$ cat config.mk
export PLATFORM = sky130hd
export DESIGN_NAME = alu_req_scheduler_flat
export DESIGN_NICKNAME = d
export VERILOG_FILES = /design/src/rtl/alu_ctrl_pkg.sv /design/src/rtl/alu_req_scheduler_if.sv /design/src/rtl/rr_arb2.sv /design/src/rtl/alu_req_scheduler.sv /design/src/flat_wrapper.sv
export SDC_FILE = /design/constraint.sdc
export NUM_CORES = 1
export LEC_CHECK = 0
export ABC_CLOCK_PERIOD_IN_PS = 1300
export BUFFER_PORTS_ARGS = -buffer_cell sky130_fd_sc_hd__buf_2
export CORE_ASPECT_RATIO = 1.1
export CORE_MARGIN = 3
export CORE_UTILIZATION = 42
export DETAILED_ROUTE_END_ITERATION = 8
export GPL_ROUTABILITY_DRIVEN = 0
export PLACE_DENSITY = 0.88
export SLEW_MARGIN = 40
export SYNTH_ARGS = -nofsm -noshare
export SYNTH_HDL_FRONTEND = slang
export SYNTH_SLANG_ARGS = --single-unit
$ cat constraint.sdc
create_clock -name clk_i -period 1.3 [get_ports clk_i]
set_input_delay 0.195 -clock clk_i [delete_from_list [all_inputs] [get_ports clk_i]]
set_output_delay 0.195 -clock clk_i [all_outputs]
set_load 0.01 [all_outputs]
$ cat src/rtl/alu_ctrl_pkg.sv
// Shared opcode constants, scheduler state type and opcode classification helpers
// for the ALU request scheduler.
package alu_ctrl_pkg;

  typedef logic [2:0] op_t;

  localparam op_t OP_ADD  = 3'd0;
  localparam op_t OP_SUB  = 3'd1;
  localparam op_t OP_MUL  = 3'd2;
  localparam op_t OP_GELU = 3'd3;
  localparam op_t OP_CLZ  = 3'd4;

  typedef enum logic [1:0] {
    IDLE = 2'd0,
    EXEC = 2'd1,
    WAIT = 2'd2,
    RESP = 2'd3
  } state_t;

  function automatic logic is_legal_op(op_t op);
    return op <= OP_CLZ;
  endfunction

  function automatic logic is_multicycle_op(op_t op);
    return (op == OP_MUL) || (op == OP_GELU);
  endfunction

endpackage

$ cat src/rtl/alu_req_scheduler_if.sv
// Bundle of the two request ports, the ALU operand/result wires and the tagged
// response channel. slave = scheduler view, master = clients/ALU/consumer view.
interface alu_req_scheduler_if #(
  parameter int DW = 16,
  parameter int IW = 3
);

  logic          req0_valid_i;
  logic          req0_ready_o;
  logic [IW-1:0] req0_inst_i;
  logic [DW-1:0] req0_a_i;
  logic [DW-1:0] req0_b_i;

  logic          req1_valid_i;
  logic          req1_ready_o;
  logic [IW-1:0] req1_inst_i;
  logic [DW-1:0] req1_a_i;
  logic [DW-1:0] req1_b_i;

  logic [IW-1:0] alu_inst_o;
  logic [DW-1:0] alu_a_o;
  logic [DW-1:0] alu_b_o;
  logic [DW-1:0] alu_data_i;

  logic          rsp_valid_o;
  logic          rsp_ready_i;
  logic [DW-1:0] rsp_data_o;
  logic          rsp_id_o;
  logic          rsp_err_o;

  modport slave (
    input  req0_valid_i, req0_inst_i, req0_a_i, req0_b_i,
    output req0_ready_o,
    input  req1_valid_i, req1_inst_i, req1_a_i, req1_b_i,
    output req1_ready_o,
    output alu_inst_o, alu_a_o, alu_b_o,
    input  alu_data_i,
    output rsp_valid_o, rsp_data_o, rsp_id_o, rsp_err_o,
    input  rsp_ready_i
  );

  modport master (
    output req0_valid_i, req0_inst_i, req0_a_i, req0_b_i,
    input  req0_ready_o,
    output req1_valid_i, req1_inst_i, req1_a_i, req1_b_i,
    input  req1_ready_o,
    input  alu_inst_o, alu_a_o, alu_b_o,
    output alu_data_i,
    input  rsp_valid_o, rsp_data_o, rsp_id_o, rsp_err_o,
    output rsp_ready_i
  );

endinterface

$ cat src/rtl/rr_arb2.sv
// Two-way round-robin arbiter. The grant is combinational from the valids; the
// last_grant register moves only when the grant is actually accepted.
module rr_arb2 (
  input  logic       clk_i,
  input  logic       rst_i,
  input  logic [1:0] valid,
  input  logic       accept,
  output logic [1:0] grant
);

  logic last_grant_q;

  always_comb begin
    // NOTE: default first so every path assigns grant and no latch is inferred.
    grant = 2'b00;
    unique case (valid)
      2'b01:   grant = 2'b01;
      2'b10:   grant = 2'b10;
      2'b11:   grant = last_grant_q ? 2'b01 : 2'b10;
      default: grant = 2'b00;
    endcase
  end

  // last_grant resets to 1 so requester 0 wins the first contention.
  always_ff @(posedge clk_i) begin
    // NOTE: non-blocking assignments for registers keep simulation order-independent.
    if (rst_i) begin
      last_grant_q <= 1'b1;
    end else if (accept) begin
      last_grant_q <= grant[1];
    end
  end

endmodule

$ cat src/rtl/alu_req_scheduler.sv
// Round-robin scheduler in front of the shared combinational ALU: IDLE -> EXEC -> RESP.
// Optional feature macro ALU_MULTICYCLE_EN adds WAIT cycles for MUL/GELU.
module alu_req_scheduler
  import alu_ctrl_pkg::*;
#(
  parameter int DW = 16,
  parameter int IW = 3
`ifdef ALU_MULTICYCLE_EN
  ,
  parameter int MC_CYCLES = 2
`endif
) (
  input  logic                 clk_i,
  input  logic                 rst_i,
  alu_req_scheduler_if.slave   bus
);

  state_t        state_q, state_d;
  logic [1:0]    valid;
  logic [1:0]    grant;
  logic          accept;
  logic          capture;
  logic          legal;

  logic [IW-1:0] alu_inst_q;
  logic [DW-1:0] alu_a_q;
  logic [DW-1:0] alu_b_q;
  logic          id_q;
  logic [DW-1:0] rsp_data_q;
  logic          rsp_id_q;
  logic          rsp_err_q;

  assign valid  = {bus.req1_valid_i, bus.req0_valid_i};
  assign accept = (state_q == IDLE) && ((valid & grant) != 2'b00);
  assign legal  = is_legal_op(op_t'(alu_inst_q));

  rr_arb2 u_arb (
    .clk_i  (clk_i),
    .rst_i  (rst_i),
    .valid  (valid),
    .accept (accept),
    .grant  (grant)
  );

`ifdef ALU_MULTICYCLE_EN
  localparam int CW = (MC_CYCLES > 1) ? $clog2(MC_CYCLES) : 1;
  logic [CW-1:0] cnt_q;
  logic          wait_done;

  assign wait_done = (cnt_q == CW'(MC_CYCLES - 1));

  always_ff @(posedge clk_i) begin
    if (rst_i) begin
      cnt_q <= '0;
    end else if (state_q == EXEC) begin
      cnt_q <= '0;
    end else if (state_q == WAIT) begin
      cnt_q <= cnt_q + 1'b1;
    end
  end
`endif

  always_comb begin
    state_d = state_q;
    capture = 1'b0;
    unique case (state_q)
      IDLE: if (accept) state_d = EXEC;
      EXEC: begin
`ifdef ALU_MULTICYCLE_EN
        if (is_multicycle_op(op_t'(alu_inst_q))) begin
          state_d = WAIT;
        end else begin
          capture = 1'b1;
          state_d = RESP;
        end
`else
        capture = 1'b1;
        state_d = RESP;
`endif
      end
      WAIT: begin
`ifdef ALU_MULTICYCLE_EN
        if (wait_done) begin
          capture = 1'b1;
          state_d = RESP;
        end
`else
        state_d = IDLE;
`endif
      end
      RESP: if (bus.rsp_ready_i) state_d = IDLE;
      default: state_d = IDLE;
    endcase
  end

  always_ff @(posedge clk_i) begin
    if (rst_i) begin
      state_q    <= IDLE;
      alu_inst_q <= '0;
      alu_a_q    <= '0;
      alu_b_q    <= '0;
      id_q       <= 1'b0;
      rsp_data_q <= '0;
      rsp_id_q   <= 1'b0;
      rsp_err_q  <= 1'b0;
    end else begin
      state_q <= state_d;
      if (accept) begin
        alu_inst_q <= grant[1] ? bus.req1_inst_i : bus.req0_inst_i;
        alu_a_q    <= grant[1] ? bus.req1_a_i    : bus.req0_a_i;
        alu_b_q    <= grant[1] ? bus.req1_b_i    : bus.req0_b_i;
        id_q       <= grant[1];
      end
      // Illegal opcodes still run through the ALU; their result is discarded here.
      if (capture) begin
        rsp_data_q <= legal ? bus.alu_data_i : '0;
        rsp_err_q  <= ~legal;
        rsp_id_q   <= id_q;
      end
    end
  end

  assign bus.req0_ready_o = (state_q == IDLE) && grant[0];
  assign bus.req1_ready_o = (state_q == IDLE) && grant[1];
  assign bus.alu_inst_o   = alu_inst_q;
  assign bus.alu_a_o      = alu_a_q;
  assign bus.alu_b_o      = alu_b_q;
  assign bus.rsp_valid_o  = (state_q == RESP);
  assign bus.rsp_data_o   = rsp_data_q;
  assign bus.rsp_id_o     = rsp_id_q;
  assign bus.rsp_err_o    = rsp_err_q;

endmodule

$ cat src/flat_wrapper.sv
// flat-port wrapper written by rule: the top's interface ports become plain ports
module alu_req_scheduler_flat import alu_ctrl_pkg::*;
#(
  parameter int DW = 16,
  parameter int IW = 3

)
  (clk_i, rst_i, bus_req0_valid_i, bus_req0_inst_i, bus_req0_a_i, bus_req0_b_i, bus_req0_ready_o, bus_req1_valid_i, bus_req1_inst_i, bus_req1_a_i, bus_req1_b_i, bus_req1_ready_o, bus_alu_inst_o, bus_alu_a_o, bus_alu_b_o, bus_alu_data_i, bus_rsp_valid_o, bus_rsp_data_o, bus_rsp_id_o, bus_rsp_err_o, bus_rsp_ready_i);
  alu_req_scheduler_if #(.DW(DW), .IW(IW)) bus_i ();
  input  logic clk_i;
  input  logic rst_i;
  input wire logic [$bits(bus_i.req0_valid_i)-1:0] bus_req0_valid_i;
  input wire logic [$bits(bus_i.req0_inst_i)-1:0] bus_req0_inst_i;
  input wire logic [$bits(bus_i.req0_a_i)-1:0] bus_req0_a_i;
  input wire logic [$bits(bus_i.req0_b_i)-1:0] bus_req0_b_i;
  output wire logic [$bits(bus_i.req0_ready_o)-1:0] bus_req0_ready_o;
  input wire logic [$bits(bus_i.req1_valid_i)-1:0] bus_req1_valid_i;
  input wire logic [$bits(bus_i.req1_inst_i)-1:0] bus_req1_inst_i;
  input wire logic [$bits(bus_i.req1_a_i)-1:0] bus_req1_a_i;
  input wire logic [$bits(bus_i.req1_b_i)-1:0] bus_req1_b_i;
  output wire logic [$bits(bus_i.req1_ready_o)-1:0] bus_req1_ready_o;
  output wire logic [$bits(bus_i.alu_inst_o)-1:0] bus_alu_inst_o;
  output wire logic [$bits(bus_i.alu_a_o)-1:0] bus_alu_a_o;
  output wire logic [$bits(bus_i.alu_b_o)-1:0] bus_alu_b_o;
  input wire logic [$bits(bus_i.alu_data_i)-1:0] bus_alu_data_i;
  output wire logic [$bits(bus_i.rsp_valid_o)-1:0] bus_rsp_valid_o;
  output wire logic [$bits(bus_i.rsp_data_o)-1:0] bus_rsp_data_o;
  output wire logic [$bits(bus_i.rsp_id_o)-1:0] bus_rsp_id_o;
  output wire logic [$bits(bus_i.rsp_err_o)-1:0] bus_rsp_err_o;
  input wire logic [$bits(bus_i.rsp_ready_i)-1:0] bus_rsp_ready_i;
  assign bus_i.req0_valid_i = bus_req0_valid_i;
  assign bus_i.req0_inst_i = bus_req0_inst_i;
  assign bus_i.req0_a_i = bus_req0_a_i;
  assign bus_i.req0_b_i = bus_req0_b_i;
  assign bus_req0_ready_o = bus_i.req0_ready_o;
  assign bus_i.req1_valid_i = bus_req1_valid_i;
  assign bus_i.req1_inst_i = bus_req1_inst_i;
  assign bus_i.req1_a_i = bus_req1_a_i;
  assign bus_i.req1_b_i = bus_req1_b_i;
  assign bus_req1_ready_o = bus_i.req1_ready_o;
  assign bus_alu_inst_o = bus_i.alu_inst_o;
  assign bus_alu_a_o = bus_i.alu_a_o;
  assign bus_alu_b_o = bus_i.alu_b_o;
  assign bus_i.alu_data_i = bus_alu_data_i;
  assign bus_rsp_valid_o = bus_i.rsp_valid_o;
  assign bus_rsp_data_o = bus_i.rsp_data_o;
  assign bus_rsp_id_o = bus_i.rsp_id_o;
  assign bus_rsp_err_o = bus_i.rsp_err_o;
  assign bus_i.rsp_ready_i = bus_rsp_ready_i;
  alu_req_scheduler #(.DW(DW), .IW(IW)) u_core (.clk_i(clk_i), .rst_i(rst_i), .bus(bus_i));
endmodule
==> key figures <==
Synth
  – Synth Instances: ~280
  – Mapped cell area: 2985 sq um
  – Seq/Total Area, Yosys: between 30% and 40%
  – Library cells used by synthesis: 27
  – Async SR Flop Fraction: 0%
  – Main flop type after synthesis: dfxtp_1
  – Post-synth EDFFs: 0
  – Synth top area share: 38.22%
  – Most area-consuming cells after synthesis: dfxtp_1, nor4b_2, nor4_2, a21oi_1, nor3_1
  – Synth cell count leaders: dfxtp_1, a21oi_1, nor3_1
  – Largest area contributor in the netlist: dfxtp_1
  – Syn Area/Cell: 10.78 sq um
  – Flop and latch count out of synthesis: 57
  – Yosys Warn Count: 0
  – Syn nets: 368
  – Most common cell in the synthesized netlist: dfxtp_1

Power and ir drop
  – Net Sw Frac: 33.59%
  – Max IR drop VDD: about 0.00089 V
  – Sw Pwr: 1919 uW
  – Int Pwr: around 3800 uW
  – Flop pwr share: 36.4%
  – Static leakage: 0.001979 uW
  – PD cells: 1209 nW/um^2
  – Combinational Power Share: about a third
  – Clock power frac: 28.7%

Critical path
  – Reg2reg end: u_core.bus.alu_a_o[14]
  – Worst path buffer plus inverter count: 2
  – Crit-path max FO: 3
  – CP cell instances: or2_4 -> or2_4 -> inv_2 -> buf_6
  – Largest delay share family, worst path: simple AND/OR/NAND/NOR gates
  – Data arrival time of the worst path: 1.27 ns
  – Most used cell, CP: or2_4
  – Setup crit end kind: output port
  – Max incr delay on CP: 0.31 ns
  – Crit path launch type: flip-flop
  – R2R Path Start: u_core.state_q[0]
  – R2r worst-path depth: 5
  – R2R setup slack: -0.13 ns
  – Max stage delay cell, worst path: dfxtp_2
  – CP Class: reg2out
  – Critical Path RT: between 1 and 1.5 ns

Place
  – Post-placement worst setup slack: -0.02287 ns
  – I/O Buffers: ~150
  – HPWL after DPL: approximately 6.2 mm
  – Placed inst area: 3846 sq um
  – Placed cells: roughly 490

STA
  – Clock skew: 0.01240 ns
  – Final setup margin: -0.1668 ns
  – Slew margin rel.: between 70 and 80%
  – # setup viols final: 39
  – Fmax achieved: 681.7 MHz
  – Min cycle time layout: 1.467 ns
  – Fin crit share: 112.8%
  – Hold Violations, Final: 0
  – Actual slew at the worst max-slew pin: 0.4004 ns
  – Final Max Slew Viols: 0
  – RSZ-0062 raised after global routing: true

Routing
  – Detailed Routing Iterations Pass 1: 4
  – Routed via count: just under 3k
  – WL final: 10.32 mm
  – DRC Markers: 0
  – Routed len/inst: 19.99 um
  – Antenna viol nets, final: 0
  – Initial detailed-routing violation count: 105
  – Vias per std cell: 5.661

CTS
  – CTS tree: done
  – Insertion delay to the later sink of the worst-skew pair: 0.34 ns
  – Max clock buf depth: 2
  – CTS Buf Count: 9
  – Clock transition at path regs: approximately 0.06 ns
  – Clock root cell: clkbuf_8
  – Clock sinks: 57
  – H-Tree Depth: 3

Finish
  – Nets: 520
  – Antenna Cells: 0
  – Area growth, synth to finish: 58.30%
  – Filler cells: 480
  – Non-Filler Instances: slightly above 500
  – Finished Cell Area: 4726 sq um
  – Layout cells sized above 1: slightly above 70%
  – Core Util, Final: between 70% and 80%

GRT
  – Global route overflow: 0
  – First-pass GRT wire length: 14.21 mm
  – Vias in the first global route: 2991
  – Tot GR Track Use: about 22%
  – Initial antenna violation count: 0
  – Largest net degree at the start of global routing: 36

Die
  – Initial Util: approximately 44%
  – Die width: 86.39 um
  – I/O pin total: 147
  – DIE HEIGHT: between 90 and 100 um
  – Core area: 6749 sq um
  – Std cell rows: 31
  – Die area: 8157 sq um

Flow run
  – Max-cap violations: 0

Outcome
  – Run status: finished with violations
  – Failing checks: setup timing

Min path
  – Hold_sp: bus_rsp_ready_i
  – Hold Path Stages: 2
  – Min-Delay Endpoint: u_core.state_q[1]
  – HP Class: in2reg
[through the flow]
stage                     setup TNS, ns  power [uW]  hold slack (ns)
final                            -2.183        5713          0.05924
after global routing             -4.134        5988          0.05371
after CTS                        -1.422        5414          0.04343
after detailed placement       -0.02287        3659           0.4004
after global placement                0        3605           0.3921
after floorplan                       0        3082           0.3018
[how the worst max path moves through the flow]
| stage | start | to | depth (start not counted) |
|---|---|---|---|
| after global placement | u_core.state_q[1] | u_core.bus.alu_a_o[4] | 4 |
| after CTS | u_core.state_q[0] | bus_req1_ready_o | 4 |
| after detailed placement | u_core.state_q[1] | u_core.bus.alu_a_o[4] | 4 |
| final | u_core.state_q[0] | bus_req1_ready_o | 4 |
| after floorplan | u_core.state_q[1] | u_core.bus.alu_a_o[13] | 5 |
| after global routing | u_core.state_q[0] | bus_req1_ready_o | 4 |
[metal layers]
| metal | part of all wire [%] | vias to the layer above | global-route usage, % | wire, um |
|---|---|---|---|---|
| met5 | 0 | - | 0 | 0 |
| met4 | 2.5 | 0 | 9.091 | 254 |
| met3 | 8.0 | 24 | 6.981 | 827 |
| met2 | 53 | 137 | 39.16 | 5495 |
| met1 | 36 | 1397 | 24.49 | 3739 |
| li1 | - | 1363 | - | - |
[cell families (layout without fill, tap and decap cells)]
group                  after synthesis  in the layout  synth area share, %
DFF                                 57             57                38.22
and+or+nand+nor                    125            125                42.41
buffers and inverters               36            193                7.125
AOI/OAI and AO/OA                   59             59                12.24
[placed cells by master, fill, tap and decap left out, types with 2 or more instances in the layout]
cell	synthesis	routed
buf_2	17	145
or2_4	0	2
nor2_4	2	2
nor3_2	0	29
clkbuf_16	0	3
buf_4	5	13
nor4b_4	1	33
nor3_4	1	5
nand2_1	5	5
nor4_2	35	35
clkbuf_8	0	10
or2_1	4	2
dfxtp_2	0	2
nor4b_2	32	2
a22o_1	16	16
nor3_1	36	3
o21ai_1	2	2
dfxtp_1	57	54
buf_12	0	10
buf_6	5	4
a21oi_1	38	38
clkinv_2	0	4
[flip-flops by register name, indices dropped and copies added (netlist names)]
register                   cells
u_core.bus.alu_inst_o          3
u_core.bus.rsp_id_o            1
u_core.bus.alu_b_o            16
u_core.bus.rsp_err_o           1
u_core.id_q                    1
u_core.bus.rsp_data_o         16
u_core.bus.alu_a_o            16
u_core.state_q                 2
u_core.u_arb.last_grant_q      1
[worst reg2reg max path: stages, from the launching register on]
cell and delay [ns]:
dfxtp_2 0.31, or2_4 0.24, buf_4 0.20, buf_12 0.19, nor4b_4 0.29, nor4_2 0.08
[area by class of cell]
class | count | area [sq um] | share of cell area, %
Sequential cell | 57 | 1147 | 24.28
Clock buffer | 10 | 137.6 | 2.912
Inverter | 2 | 7.507 | 0.1589
Clock inverter | 6 | 57.56 | 1.218
Tap cell | 82 | 102.6 | 2.171
Timing Repair Buffer | 175 | 1144 | 24.20
Multi-Input combinational cell | 184 | 2130 | 45.06
[what timing repair did]
item | 4_1_cts | 5_1_grt
pin swaps | 5 | 3
resized for setup | 27 | 58
buffers inserted | 4 | 4
setup endpoints to repair | 3 | 41
gates cloned | 0 | 3
hold buffers | 0 | 0
hold endpoints to repair | 0 | 0
[power groups by stage]
stage	combinational [uW]	sequential, uW	clock (uW)
2_1_floorplan	887	2200	0
3_3_place_gp	1510	2100	0
3_5_place_dp	1560	2100	0
4_1_cts	1670	2070	1670
5_1_grt	2130	2100	1760
6_report	2000	2080	1640
No activity file was read; power rests on OpenSTA's default activity.
